[config.mk]
export PLATFORM = sky130hd
export DESIGN_NAME = demo_sequencer
export DESIGN_NICKNAME = d
export VERILOG_FILES = /design/src/rtl/demo_sequencer.sv
export SDC_FILE = /design/constraint.sdc
export NUM_CORES = 1
export LEC_CHECK = 0
export ABC_CLOCK_PERIOD_IN_PS = 2900
export CELL_PAD_IN_SITES_DETAIL_PLACEMENT = 0
export CELL_PAD_IN_SITES_GLOBAL_PLACEMENT = 2
export CORE_MARGIN = 2
export CORE_UTILIZATION = 39
export DETAILED_ROUTE_END_ITERATION = 8
export DONT_BUFFER_PORTS = 1
export PLACE_DENSITY = 0.83
export SETUP_SLACK_MARGIN = 0.15
export SLEW_MARGIN = 25
export SYNTH_ARGS = -nofsm -noshare
export SYNTH_HDL_FRONTEND = slang
export SYNTH_SLANG_ARGS = --single-unit
[constraint.sdc]
create_clock -name clk -period 2.9 [get_ports clk]
set_clock_uncertainty 0.05 [all_clocks]
set_input_delay 0.58 -clock clk [delete_from_list [all_inputs] [get_ports clk]]
set_output_delay 0.58 -clock clk [all_outputs]
set_load 0.005 [all_outputs]
[src/rtl/demo_sequencer.sv]
`default_nettype none
// ============================================================================
// Module   : demo_sequencer
// Purpose  : Frame-level scene scheduler. Counts frames from the VGA vertical
//            sync, fades each scene in and out, exposes a per-scene frame
//            counter for animation and pulses scene_start_o so the graphics
//            and audio engines can reload per-scene state.
// Ports    : clk            - system/pixel clock
//            rst_n          - asynchronous reset, active low
//            v_sync_i       - raw vertical sync, active low (fall = frame tick)
//            pause_i        - level; 1 ignores frame ticks (skip still works)
//            skip_i         - asynchronous button; rising edge ends scene early
//            scene_o        - current scene index
//            brightness_o   - fade level, 0 = black, 7 = full
//            scene_frame_o  - accepted ticks since scene start, saturating
//            scene_start_o  - one-cycle pulse as a scene begins fading in
//            fading_o       - high while fading in or out
// Options  : DEMO_SEQ_LOOP_EN - when defined, the last scene fades out and the
//            demo wraps to scene 0; otherwise the last scene's SHOW is terminal.
// Revision : 1.0 - initial release
// ============================================================================
module demo_sequencer #(
    parameter int NUM_SCENES   = 4,
    parameter int SCENE_FRAMES = 240,
    parameter int FADE_STEP    = 4,
    parameter int FRAME_W      = 10
) (
    input  logic               clk,
    input  logic               rst_n,
    input  logic               v_sync_i,
    input  logic               pause_i,
    input  logic               skip_i,
    output logic [1:0]         scene_o,
    output logic [2:0]         brightness_o,
    output logic [FRAME_W-1:0] scene_frame_o,
    output logic               scene_start_o,
    output logic               fading_o
);

`ifdef DEMO_SEQ_LOOP_EN
    localparam bit C_LOOP_EN = 1'b1;
`else
    localparam bit C_LOOP_EN = 1'b0;
`endif

    localparam logic [1:0]         C_LAST_SCENE = 2'(NUM_SCENES - 1);
    localparam logic [FRAME_W-1:0] C_SHOW_LAST  = FRAME_W'(SCENE_FRAMES - 1);
    localparam logic [FRAME_W-1:0] C_FRAME_MAX  = '1;
    localparam logic [3:0]         C_FADE_LAST  = 4'(FADE_STEP - 1);

    typedef enum logic [2:0] {
        ST_START    = 3'd0,
        ST_FADE_IN  = 3'd1,
        ST_SHOW     = 3'd2,
        ST_FADE_OUT = 3'd3,
        ST_SWITCH   = 3'd4
    } state_t;

    state_t             state_q,       state_d;
    logic [1:0]         scene_q,       scene_d;
    logic [2:0]         brightness_q,  brightness_d;
    logic [FRAME_W-1:0] scene_frame_q, scene_frame_d;
    logic [3:0]         fade_div_q,    fade_div_d;
    logic               scene_start_q, scene_start_d;

    logic v_sync_q;
    logic skip_meta_q;
    logic skip_sync_q;
    logic skip_prev_q;

    logic tick;
    logic tick_acc;
    logic skip_edge;
    logic fade_step;
    logic show_terminal;

    // Frame tick on the falling edge of the (already synchronous) sync pulse.
    assign tick      = v_sync_q & ~v_sync_i;
    assign tick_acc  = tick & ~pause_i;
    // Two-flop synchroniser then edge detect: one pulse per press, even if held.
    assign skip_edge = skip_sync_q & ~skip_prev_q;
    assign fade_step = (fade_div_q == C_FADE_LAST);
    // Without looping, the last scene stays lit forever once it reaches SHOW.
    assign show_terminal = !C_LOOP_EN && (scene_q == C_LAST_SCENE);

    always_ff @(posedge clk or negedge rst_n) begin
        if (!rst_n) begin
            v_sync_q      <= 1'b0;
            skip_meta_q   <= 1'b0;
            skip_sync_q   <= 1'b0;
            skip_prev_q   <= 1'b0;
            state_q       <= ST_START;
            scene_q       <= 2'd0;
            brightness_q  <= 3'd0;
            scene_frame_q <= '0;
            fade_div_q    <= 4'd0;
            scene_start_q <= 1'b0;
        end else begin
            v_sync_q      <= v_sync_i;
            skip_meta_q   <= skip_i;
            skip_sync_q   <= skip_meta_q;
            skip_prev_q   <= skip_sync_q;
            state_q       <= state_d;
            scene_q       <= scene_d;
            brightness_q  <= brightness_d;
            scene_frame_q <= scene_frame_d;
            fade_div_q    <= fade_div_d;
            scene_start_q <= scene_start_d;
        end
    end

    always_comb begin
        state_d       = state_q;
        scene_d       = scene_q;
        brightness_d  = brightness_q;
        scene_frame_d = scene_frame_q;
        fade_div_d    = fade_div_q;
        scene_start_d = 1'b0;

        // Frame counter runs in every visible state, independent of transitions.
        if (tick_acc && (state_q == ST_FADE_IN || state_q == ST_SHOW ||
                         state_q == ST_FADE_OUT)) begin
            if (scene_frame_q != C_FRAME_MAX) begin
                scene_frame_d = scene_frame_q + 1'b1;
            end
        end

        case (state_q)
            ST_START: begin
                if (tick_acc) begin
                    state_d       = ST_FADE_IN;
                    scene_start_d = 1'b1;
                end
            end

            ST_FADE_IN: begin
                if (skip_edge) begin
                    // Abort the fade-in at whatever level has been reached.
                    state_d = ST_FADE_OUT;
                end else if (tick_acc) begin
                    if (fade_step) begin
                        fade_div_d = 4'd0;
                        if (brightness_q >= 3'd6) begin
                            brightness_d = 3'd7;
                            state_d      = ST_SHOW;
                        end else begin
                            brightness_d = brightness_q + 3'd1;
                        end
                    end else begin
                        fade_div_d = fade_div_q + 4'd1;
                    end
                end
            end

            ST_SHOW: begin
                if (!show_terminal) begin
                    if (skip_edge ||
                        (tick_acc && scene_frame_q >= C_SHOW_LAST)) begin
                        state_d = ST_FADE_OUT;
                    end
                end
            end

            ST_FADE_OUT: begin
                if (tick_acc) begin
                    if (fade_step) begin
                        fade_div_d = 4'd0;
                        // Also covers entering already black after an early skip.
                        if (brightness_q <= 3'd1) begin
                            brightness_d = 3'd0;
                            state_d      = ST_SWITCH;
                        end else begin
                            brightness_d = brightness_q - 3'd1;
                        end
                    end else begin
                        fade_div_d = fade_div_q + 4'd1;
                    end
                end
            end

            ST_SWITCH: begin
                state_d       = ST_FADE_IN;
                scene_frame_d = '0;
                scene_start_d = 1'b1;
                if (scene_q == C_LAST_SCENE) begin
                    scene_d = C_LOOP_EN ? 2'd0 : scene_q;
                end else begin
                    scene_d = scene_q + 2'd1;
                end
            end

            default: begin
                state_d = ST_START;
            end
        endcase

        // Each state starts with a fresh fade divider.
        if (state_d != state_q) begin
            fade_div_d = 4'd0;
        end
    end

    assign scene_o       = scene_q;
    assign brightness_o  = brightness_q;
    assign scene_frame_o = scene_frame_q;
    assign scene_start_o = scene_start_q;
    assign fading_o      = (state_q == ST_FADE_IN) || (state_q == ST_FADE_OUT);

endmodule
`default_nettype wire

### After elaboration in Yosys (flattened, before gate mapping)

Index checks and enable logic that the tools add are counted.
W data, S select, Z words.

* register bits: 27
* bits of input ports: 5
* output and inout port bits: 17
* logic and storage cells: 83

* $add $sub $neg: 5
* magnitude comparators: 3
* equal/unequal tests: 14
* multiplexer cells: 29
* bitwise logic cells: 7
* reduce and logical (&&, ||, !) cells: 15

Operators by type and width (number)
* $mux W3: 17
* $mux W10: 3
* $mux W4: 4
* $pmux W3 S5: 1
* $add A10 B1 Y10 const B: 1
* $ge A10 B8 Y1 const B: 1
* $ne A10 B10 Y1 const B: 1
* $ne A2 B2 Y1 const B: 5
* $pmux W4 S2: 1
* $eq A3 B2 Y1 const B: 2
* $pmux W3 S2: 1
* $reduce_and A2 Y1: 3
* $reduce_and A6 Y1: 1
* $reduce_bool A2 Y1: 3
* $add A4 B1 Y4 const B: 1
* $eq A4 B2 Y1 const B: 1
* $logic_or A1 B1 Y1: 4
* $not A1 Y1: 4
* $add A3 B1 Y3 const B: 1
* $and A1 B1 Y1: 3
* $eq A3 B1 Y1 const B: 1
* $eq A3 B3 Y1 const B: 1
* $ge A3 B3 Y1 const B: 1
* $le A3 B1 Y1 const B: 1
* other kinds (10): 11

### Logic depth before layout (Yosys ltp)

Gate-level depths: netlist (run 1).

* depth after elaboration: 11
* mapped depth: 6
* mapped depth without buffers: 6

### Worst setup path before layout (run 1)

Ideal clock, no wire load.

* path kind: input to register
* from: input v_sync_i
* to: register scene_frame_q[9] (netlist: scene_frame_o[9])
* library setup time: 78 ps
* data arrival time: 2242 ps
* required time: 2772 ps
* slack: 531 ps
* stages on the path: 5
* path buffers: 1
* path through: or3b_1 -> buf_6 -> or4_4 -> or4_1 -> a21oi_1

* cells in the longest elaborated chain, start to end: 6

RTL lines
* start, declared: RTL line 30 `input logic v_sync_i,`
* $not A1 Y1: RTL line 78 `assign tick = v_sync_q & ~v_sync_i;`
* $and A1 B1 Y1: RTL line 78
* $and A1 B1 Y1: RTL line 79 `assign tick_acc = tick & ~pause_i;`
* $logic_and A1 B1 Y1: RTL line 121 `if (tick_acc && (state_q == ST_FADE_IN || state_q == ST_SHOW ||`
* $reduce_bool A2 Y1 (no source line)
* $reduce_and A2 Y1 (no source line)
* end signal, assigned: RTL line 106 `scene_frame_q <= scene_frame_d;`
* end, declared: RTL line 62 `logic [FRAME_W-1:0] scene_frame_q, scene_frame_d;`

No other way between the ends.
A chain may end at the register's enable or synchronous reset.

### Worst setup path after layout (run 1)

* from: register v_sync_q
* to: register scene_frame_q[6] (netlist: scene_frame_o[6])

* cells in the longest elaborated chain, start to end: 5

RTL lines
* start, declared: RTL line 66 `logic v_sync_q;`
* start signal, assigned: RTL line 99 `v_sync_q <= v_sync_i;`
* $and A1 B1 Y1: RTL line 78
* $and A1 B1 Y1: RTL line 79
* $logic_and A1 B1 Y1: RTL line 121
* $reduce_bool A2 Y1 (no source line)
* $reduce_and A2 Y1 (no source line)

No other way between the ends.

==> results of run 1 <==
[layout by cell type (no fill, tap or decap), types with 4 or more instances in the layout]
cell type and instances:
nand4_1 5, ha_1 7, mux2i_1 5, dfrtp_1 27
o21ai_0 10, nand3_1 7, nor3_1 6, a21oi_1 12
nand2b_1 4, inv_1 7, nor2_1 11, nand2_1 7
[metrics by stage]
stage | instances | hold WS (ns)
final | 215 | 0.06004
after global routing | 215 | 0.05440
after CTS | 215 | 0.06526
after detailed placement | 210 | 0.2350
after global placement | 210 | 0.2350
after floorplan | 165 | 0.2344
[layer usage]
metal	track usage	up-vias	wire, um
met3	0.05000	2	153
met1	0.2037	623	1491
met4	0.03061	0	14
met5	0	-	0
li1	-	622	-
met2	0.2806	18	1690
[flip-flops by register name (all words and copies together) (netlist names)]
| signal | cells |
|---|---|
| scene_frame_o | 10 |
| fade_div_q | 4 |
| brightness_o | 3 |
| state_q | 3 |
| scene_o | 2 |
| scene_start_o | 1 |
| skip_meta_q | 1 |
| skip_prev_q | 1 |
| skip_sync_q | 1 |
| v_sync_q | 1 |
[kinds of logic after synthesis]
kind of cell | Yosys count | synth area share
simple gates | 62 | 0.2226
compound gates | 48 | 0.2021
flops | 27 | 0.4262
buf+inv | 13 | 0.04420
fa+ha+maj | 7 | 0.05525
mux | 6 | 0.03867
xor+xnor | 2 | 0.01105
[critical path, stage by stage (launching register included)]
cell,delay (ns)
dfrtp_1,0.35
or3b_1,0.50
or2_2,0.45
or4b_2,0.66
a21oi_1,0.17
[report_power, final]
group	internal, mW	switching (mW)
logic	0.136	0.183
registers	0.437	0.112
clock network	0.0984	0.115
total	0.671	0.410
[final timing paths]
kind | endpoint | startpoint | depth (start not counted) | slack (ns)
min in group clk | v_sync_q$_DFF_PN0_ | v_sync_i | 0 | 0.28
max | scene_frame_o[6]$_DFFE_PN0P_ | v_sync_q$_DFF_PN0_ | 4 | 0.65
min reg2reg | skip_sync_q$_DFF_PN0_ | skip_meta_q$_DFF_PN0_ | 0 | 0.31
min | scene_frame_o[6]$_DFFE_PN0P_ | rst_n | 1 | 0.06
max in group asynchronous | brightness_o[1]$_DFFE_PN0P_ | rst_n | 1 | 2.58
max reg2reg | scene_frame_o[6]$_DFFE_PN0P_ | v_sync_q$_DFF_PN0_ | 4 | 0.65
[cell type report]
cell class	instances	share of cell area
timing repair buffer	2	0.01642
multi-input combinational	125	0.5007
tap	50	0.03731
inverter	7	0.01567
sequential	27	0.4030
clock buffer	4	0.02687
[timing repair]
item,CTS,global route
buffers inserted,0,0
hold buffers,1,0
hold endpoints to repair,27,0
endpoints found under the setup margin,0,0
==> reports/results.ini, run 1 <==
[floorplanning]
initial_utilization=0.4021
die_w_um=67.76
fp-row-count=23
dieArea_mm2=0.004591
die_y_um=67.76
fp.coreArea_mm2=0.003943
ios=22

[sta]
tightestPinTransition_ns=0.6118
clock.fmax_mhz=444.8
finalHoldViolations=0
setup_tns_ns=0
setup_viol=0
slew_headroom=0.5913
setup_ws_ns=0.6518
grt_setup_unrepaired=no
final.min_clock_period_ns=2.248
fin_crit_sh=0.7752
slew_viol_final=0

[clock_tree]
cts_max_path_buffers=2
clock-sinks=27
cts_root_buf=clkbuf_8
cts_buffers=3
cts_tree=built
clk_latency_ns=0.27
clk_pin_slew_worst_paths_ns=0.09
htreeDepth=1
cts-resized-gates=0

[placement]
place_ws_ns=0.3897
dpl-instance-area_mm2=0.001612
port_buffers=0
finalWeightedCongestion=0.8375
dp_hpwl_mm=2.430

[global_route]
grt.total_usage=0.1639
grt_max_degree=28
overflow=0
grt_pass1_wl_mm=5.720
antenna_found_initial=0
grt_pass1_vias=1230

[detailed_routing]
first_pass_iters=4
drcViolationCount=0
via_per_inst=5.884
wl_mm=3.350
detail-route-antenna-nets=0
num_vias=1265
drt_iter0_markers=77
wire_per_inst_um=15.58

[yosys]
syn_area_mm2=0.001585
yosysSeqAreaShare=0.4262
synth_top_area_share=0.4262
avgSynthCellArea_um2=9.608
ys_top_cells_by_area=dfrtp_1, ha_1, a21oi_1, mux2i_1, o21ai_0
syn-num-nets=177
synth_common_cells=dfrtp_1, a21oi_1, nor2_1, o21ai_0
synthArstFlopShare=1.000
synth-edff-count=0
yosysWarnings=0
yosys.area.top_type=dfrtp_1
ys_seq_elements=27
ys_types=49
postSynthCellCount=165
yosysMostFrequentCell=dfrtp_1
synth_top_flop_cell=dfrtp_1

[layout]
final_cell_area_mm2=0.001677
utilization=0.4253
syn_to_final_growth_pct=5.762
multi_input_area_um2=839.6
num_antenna_cells=0
layout-drive-gt1-share=0.08485
nNetsFinal=178
n_fill_cell=375
ff_latch_area_um2=675.6

[setup_path]
path_class=reg2reg
cp.arrival_ns=2.40
worst-path-max-fanout=12
crit_required_ns=3.05
endpoint_kind=flop
crit_path_start_kind=flop

[power]
power_mw=1.081
powerDensity_mw_per_mm2=644.8
peakVddDrop_v=0.0002354
p_leak_nw=0.6769

[outcome]
status=finished, final reports clean

[run]
cap_violations=0

[worst_hold_path]
holdCritPathClass=in2async

Note: power is estimated with default switching activity, not from simulation.
==> run 2, diff against run 1 <==
--- a/config.mk
+++ b/config.mk
@@ -5,14 +5,14 @@
 export SDC_FILE = /design/constraint.sdc
 export NUM_CORES = 1
 export LEC_CHECK = 0
-export ABC_CLOCK_PERIOD_IN_PS = 2900
+export ABC_CLOCK_PERIOD_IN_PS = 1900
 export CELL_PAD_IN_SITES_DETAIL_PLACEMENT = 0
 export CELL_PAD_IN_SITES_GLOBAL_PLACEMENT = 2
 export CORE_MARGIN = 2
-export CORE_UTILIZATION = 39
+export CORE_UTILIZATION = 35
 export DETAILED_ROUTE_END_ITERATION = 8
 export DONT_BUFFER_PORTS = 1
-export PLACE_DENSITY = 0.83
+export PLACE_DENSITY = 0.79
 export SETUP_SLACK_MARGIN = 0.15
 export SLEW_MARGIN = 25
 export SYNTH_ARGS = -nofsm -noshare
==> constraint.sdc (replaced) <==
create_clock -name clk -period 1.9 [get_ports clk]
set_clock_uncertainty 0.05 [all_clocks]
set_input_delay 0.38 -clock clk [delete_from_list [all_inputs] [get_ports clk]]
set_output_delay 0.38 -clock clk [all_outputs]
set_load 0.005 [all_outputs]
==> run 2 against run 1 <==
  * Maximum frequency increased by 23%
  * Sequential share of layout area decreased by 5.6 points
  * Via count grew 7.3%
  * Global-route usage shrank 0.20 points
==> reports/results.ini, run 2 (synthesis results as in run 1) <==
[outcome]
status=finished, final reports clean

[clock_tree]
htreeDepth=1  ; unchanged
clk_latency_ns=0.28  ; about the same
cts_buffers=3  ; unchanged
clk_pin_slew_worst_paths_ns=0.10  ; about the same
cts_tree=built
cts_root_buf=clkbuf_8
clock-sinks=27  ; unchanged
cts_max_path_buffers=2  ; unchanged

[layout]
num_antenna_cells=0  ; unchanged
largest_reg_flops=10  ; unchanged
utilization=0.4489  ; +0.02359
final_common_cell=dfrtp_1
layout_common_cells=dfrtp_1, buf_4, a21oi_1, nor2_1, o21ai_0
layout-drive-gt1-share=0.2649  ; +0.1800
nNetsFinal=198  ; +11%
n_fill_cell=434  ; +16%
syn_to_final_growth_pct=23.28

[run]
cap_violations=0  ; unchanged

[sta]
setup_ws_ns=0.06760  ; -0.5842 ns
holdWs_ns=0.06498  ; +0.004941 ns
setup_viol=0  ; unchanged
finalHoldViolations=0  ; unchanged
grt_setup_unrepaired=yes
final.min_clock_period_ns=1.832  ; -0.4158 ns
slew_viol_final=0  ; unchanged
clock.fmax_mhz=545.7  ; +23%
slew_headroom=0.5118  ; -0.07948
fin_crit_sh=0.9644  ; +0.1892
tightestPinTransition_ns=0.7307  ; +0.1190 ns

[floorplanning]
initial_utilization=0.3641  ; -0.03801
fp-row-count=24  ; +4.3%
dieArea_mm2=0.005084  ; +11%
fp.coreArea_mm2=0.004354  ; +10%
die_y_um=71.30  ; +5.2%
die_w_um=71.30  ; +5.2%
ios=22  ; unchanged

[detailed_routing]
first_pass_iters=4  ; unchanged
wire_per_inst_um=15.73  ; +0.95%
num_vias=1357  ; +7.3%
wl_mm=3.728  ; +11%
drcViolationCount=0  ; unchanged
detail-route-antenna-nets=0  ; unchanged
drt_iter0_markers=55  ; -29%
via_per_inst=5.726  ; -2.7%

[setup_path]
rr_startpoint=v_sync_q$_DFF_PN0_
crit_end=scene_frame_o[9]$_DFFE_PN0P_
ff2ff_path_depth=4  ; unchanged
r2r_end=scene_frame_o[9]$_DFFE_PN0P_
worst-path-max-fanout=5  ; -7
endpoint_kind=flop
slowest_stage=or4_4
crit_required_ns=2.06  ; -0.99 ns
startpoint=v_sync_q$_DFF_PN0_
cp.arrival_ns=2.00  ; -0.40 ns
crit_path_start_kind=flop
regToRegSetupSlack_ns=0.07  ; -0.58 ns
cp.depth=4  ; unchanged
critPathMaxStageDelay_ns=0.46  ; -0.20 ns
path_cells=or3b_4 > or4_4 > or4_1 > a21oi_1
path_buf_inv=0  ; unchanged
path_class=reg2reg
crit_family=simple AND/OR/NAND/NOR gates

[power]
power_mw=1.855  ; +72%
p_leak_nw=0.7904  ; +17%
powerDensity_mw_per_mm2=949.4  ; +47%
peakVddDrop_v=0.0003977  ; +69%

[placement]
finalWeightedCongestion=0.7850  ; -6.3%
port_buffers=0  ; unchanged
dp_hpwl_mm=2.762  ; +14%
place_ws_ns=-0.1339  ; -0.5235 ns

[global_route]
grt_max_degree=28  ; unchanged
grt_pass1_wl_mm=6.520  ; +14%
grt.total_usage=0.1619  ; -0.002041
antenna_found_initial=0  ; unchanged
overflow=0  ; unchanged
grt_pass1_vias=1407  ; +14%

[worst_hold_path]
holdCritPathClass=in2reg

run 2: through the flow:
step | instance area, um^2 | std cells | setup TNS (ns)
after floorplan | 1627 | 165 | -0.07939
after global placement | 1773 | 229 | -0.06301
after detailed placement | 1773 | 229 | -0.2012
after CTS | 1863 | 236 | 0
after global routing | 1954 | 237 | -0.01669
final | 1954 | 237 | 0
run 2: worst min-delay path by stage:
stage                start                          end  slack [ns]  cells after the start
finish              skip_i        skip_meta_q$_DFF_PN0_        0.06                      0
floorplan            rst_n  brightness_o[0]$_DFFE_PN0P_        0.03                      0
global placement     rst_n       scene_o[0]$_DFFE_PN0P_        0.04                      0
global route        skip_i        skip_meta_q$_DFF_PN0_        0.05                      0
CTS                 skip_i        skip_meta_q$_DFF_PN0_        0.06                      0
detailed placement   rst_n       scene_o[1]$_DFFE_PN0P_        0.04                      0
run 2: final cells by class:
| type | instances | area (um^2) | share of cell area |
|---|---|---|---|
| clock buffers | 4 | 45.04 | 0.02305 |
| repair buffers | 22 | 195.2 | 0.09987 |
| inverters | 7 | 26.28 | 0.01344 |
| well taps | 52 | 65.06 | 0.03329 |
| flip-flops and latches | 27 | 678.2 | 0.3470 |
| multi-input cells | 125 | 944.7 | 0.4834 |
run 2: per-layer routing:
metal	global-route usage	share of wire
met1	0.1973	0.44
met4	0.06709	0.019
met2	0.2809	0.50
met5	0	0
met3	0.02954	0.036
run 2: power by group:
part	switching (mW)	internal, mW	leakage, nW
logic	0.439	0.326	0.422
registers	0.0804	0.670	0.346
clock network	0.189	0.151	0.0228
run 2: timing repair:
item,4_1_cts,5_1_grt
endpoints found under the setup margin,16,18
buffers inserted,1,1
hold buffers,2,0
pin swaps,0,7
gates resized for setup,3,20
hold endpoints to repair,27,0
==> patch (config.mk and constraints of run 2) <==
Put one more register stage on the output `scene_o`, with the module's reset. The value now appears one clock later. The other outputs are not delayed to match.
--- a/src/rtl/demo_sequencer.sv
+++ b/src/rtl/demo_sequencer.sv
@@ -202,3 +202,9 @@
 
-    assign scene_o       = scene_q;
+    always_ff @(posedge clk or negedge rst_n) begin
+        if (!rst_n) begin
+            scene_o <= '0;
+        end else begin
+            scene_o <= scene_q;
+        end
+    end
     assign brightness_o  = brightness_q;
Function: same outputs for any inputs over 10 cycles, from zero or initial values and one cycle with rst_n low; that may be too few to reach the edited logic, so the function may still have changed.
==> patch against run 2 <==
- area after synthesis is 1.1% lower
- sequential cell count grew 2
- sequential power grew 8.1%
- core utilization rose by 5.4 points
- combinational power is 6.1% lower
- routed wire length increased by 0.64%
- final area rose by 11%
- setup slack worse by 57 ps
- total power increased by 13%
- largest cell class unchanged
==> patch: results (changes against run 2) <==
worst_setup_path:
  cpLargestDelayFamily: "simple AND/OR/NAND/NOR gates"
  max_stage_delay_ps: 360  # -100 ps
  crit_type: "flip-flop to flip-flop"
  timing.rr.start: "fade_div_q[1]"
  crit_arrival_ps: 2010
  crit_slowest_cell: "dfrtp_1"
  crit_path_max_fanout: 4  # -1
status:
  status: "finished clean"
route:
  routed_wl_um: 3750  # +0.64%
  drt_iter0_markers: 60  # +9.1%
  wl_per_cell_um: 15.0  # -4.6%
  viasPerCell: 5.24  # -8.5%
  drtPass1Iterations: 4  # unchanged
synthesis:
  ys_seq_area_share_pct: 46.3  # +3.7 points
  netlist_top_cells_count: "29 x dfrtp_1, 21 x nor2_1, 11 x nand2_1, 9 x inv_1, 8 x xnor2_1"
  synth_cell_types: 40  # -18%
  synthTopCellsByArea: "dfrtp_1 46%, ha_1 5.6%, nor2_1 5.0%"
  ys_async_sr_fraction_pct: 100  # unchanged
  synth_nets: 170  # -4.0%
  yosysWarnings: 0  # unchanged
  avgSynthCellArea_um2: 9.92  # +3.3%
global_route:
  grt_max_degree: 30  # +7.1%
  grt_pass1_vias: 1298  # -7.7%
  grt_first_pass_wirelength_um: 6110  # -6.2%
  antenna_found_initial: 0  # unchanged
  track_usage_pct: 15.6  # -0.63 points
cells_and_area:
  final.fill_count: 385  # -11%
  layout-drive-gt1-share_pct: 40.9  # +14 points
  largest_reg_flops: 10  # unchanged
  diodes: 0  # unchanged
  fin_nets: 209  # +5.6%
min_path:
  min_from: "v_sync_i"
  hp-class: "input pin to flip-flop"
pwr:
  leakage_uw: 0.000914  # +16%
  ir_drop_mv: 0.434  # +9.0%
placement:
  dpl_worst_slack_ps: -48.1  # +85.8 ps
  dpl.cell_count: 233  # +1.7%
  hpwl_um: 2560  # -7.3%
  place_congestion: 0.796  # +1.4%
  port_buffers: 0  # unchanged
clocking:
  cts-htree-levels: 2  # +1
  clockBufferDepth: 2  # unchanged
  cts_buffers: 5  # +2
  cts-root-buf: "clkbuf_8"
  clkLatencyLatePin_ps: 290
  path_clk_slew_ps: 70  # -30 ps
timing:
  relSlewSlack_pct: 79.0  # +28 points
==> patch: changes by cell type after synthesis, moves of 4 or more <==
cell / run 2 / this run
nor2_1: 11 / 21
xnor2_1: 1 / 8
a21oi_1: 12 / 6
nand2_1: 7 / 11
==> patch: power by group <==
group	internal [µW]	total, µW	switching, µW
logic	363	718	355
registers	698	811	113
clock network	327	564	237
total	1390	2090	705
==> patch: logic make-up after synthesis <==
logic type,synth area share (%)
fa+ha+maj,5.59
flops,46.3
xor+xnor,5.59
compound gates,14.2
buf+inv,2.87
mux,4.15
simple gates,21.3
==> patch: repair_timing <==
item	4_1_cts	5_1_grt
pin swaps	0	7
gates resized for setup	4	19
hold buffers	2	0
setup endpoints to repair	16	19
buffers inserted	0	7
hold endpoints to repair	29	0
==> patch: final cells by class <==
class                      count  area share, %
multi-input combinational    117           44.3
sequential                    29           33.5
timing repair buffer          35           13.0
clock buffer                   7           4.43
tap                           52           2.99
inverter                       9           1.55
clock inverter                 1          0.230
==> patch: worst register-to-register path, stage by stage, from the launching register on <==
cell and delay (ps):
dfrtp_1 360, ha_2 190, nor3b_4 300, nand2_1 150, nor3b_2 180, buf_4 130
o311ai_4 100, mux2_4 320
==> patch: path summary, 6_finish.rpt <==
| path | slack, ps | endpoint | cells past startpoint |
|---|---|---|---|
| setup / recovery | 10 | fade_div_q[1] | 7 |
| hold / removal | 70 | v_sync_q | 0 |
| setup reg to reg | 10 | fade_div_q[1] | 7 |
| hold reg to reg | 300 | skip_sync_q | 0 |
| max in group asynchronous | 1140 | scene_frame_o[8] | 2 |
| min in group asynchronous | 490 | scene_frame_o[9] | 2 |
==> patch: per-stage QoR <==
stage	total power, µW	util (%)	TNS, ps	hold WS, ps	area [µm²]
after global routing	2230	50.3	-248	51.0	2170
after global placement	1420	44.0	-44.5	35.1	1900
after CTS	2040	47.6	0	56.8	2060
after detailed placement	1430	44.0	-136	35.2	1900
final	2090	50.3	0	65.2	2170
after floorplan	1190	-	0	34.4	1670
==> patch: layer usage <==
metal | vias up | global-route usage [%] | share of wire (%)
met5 | - | 0 | 0
met2 | 22 | 24.0 | 47
li1 | 637 | - | -
met1 | 643 | 20.4 | 47
met4 | 0 | 7.55 | 2.1
met3 | 8 | 3.99 | 3.6
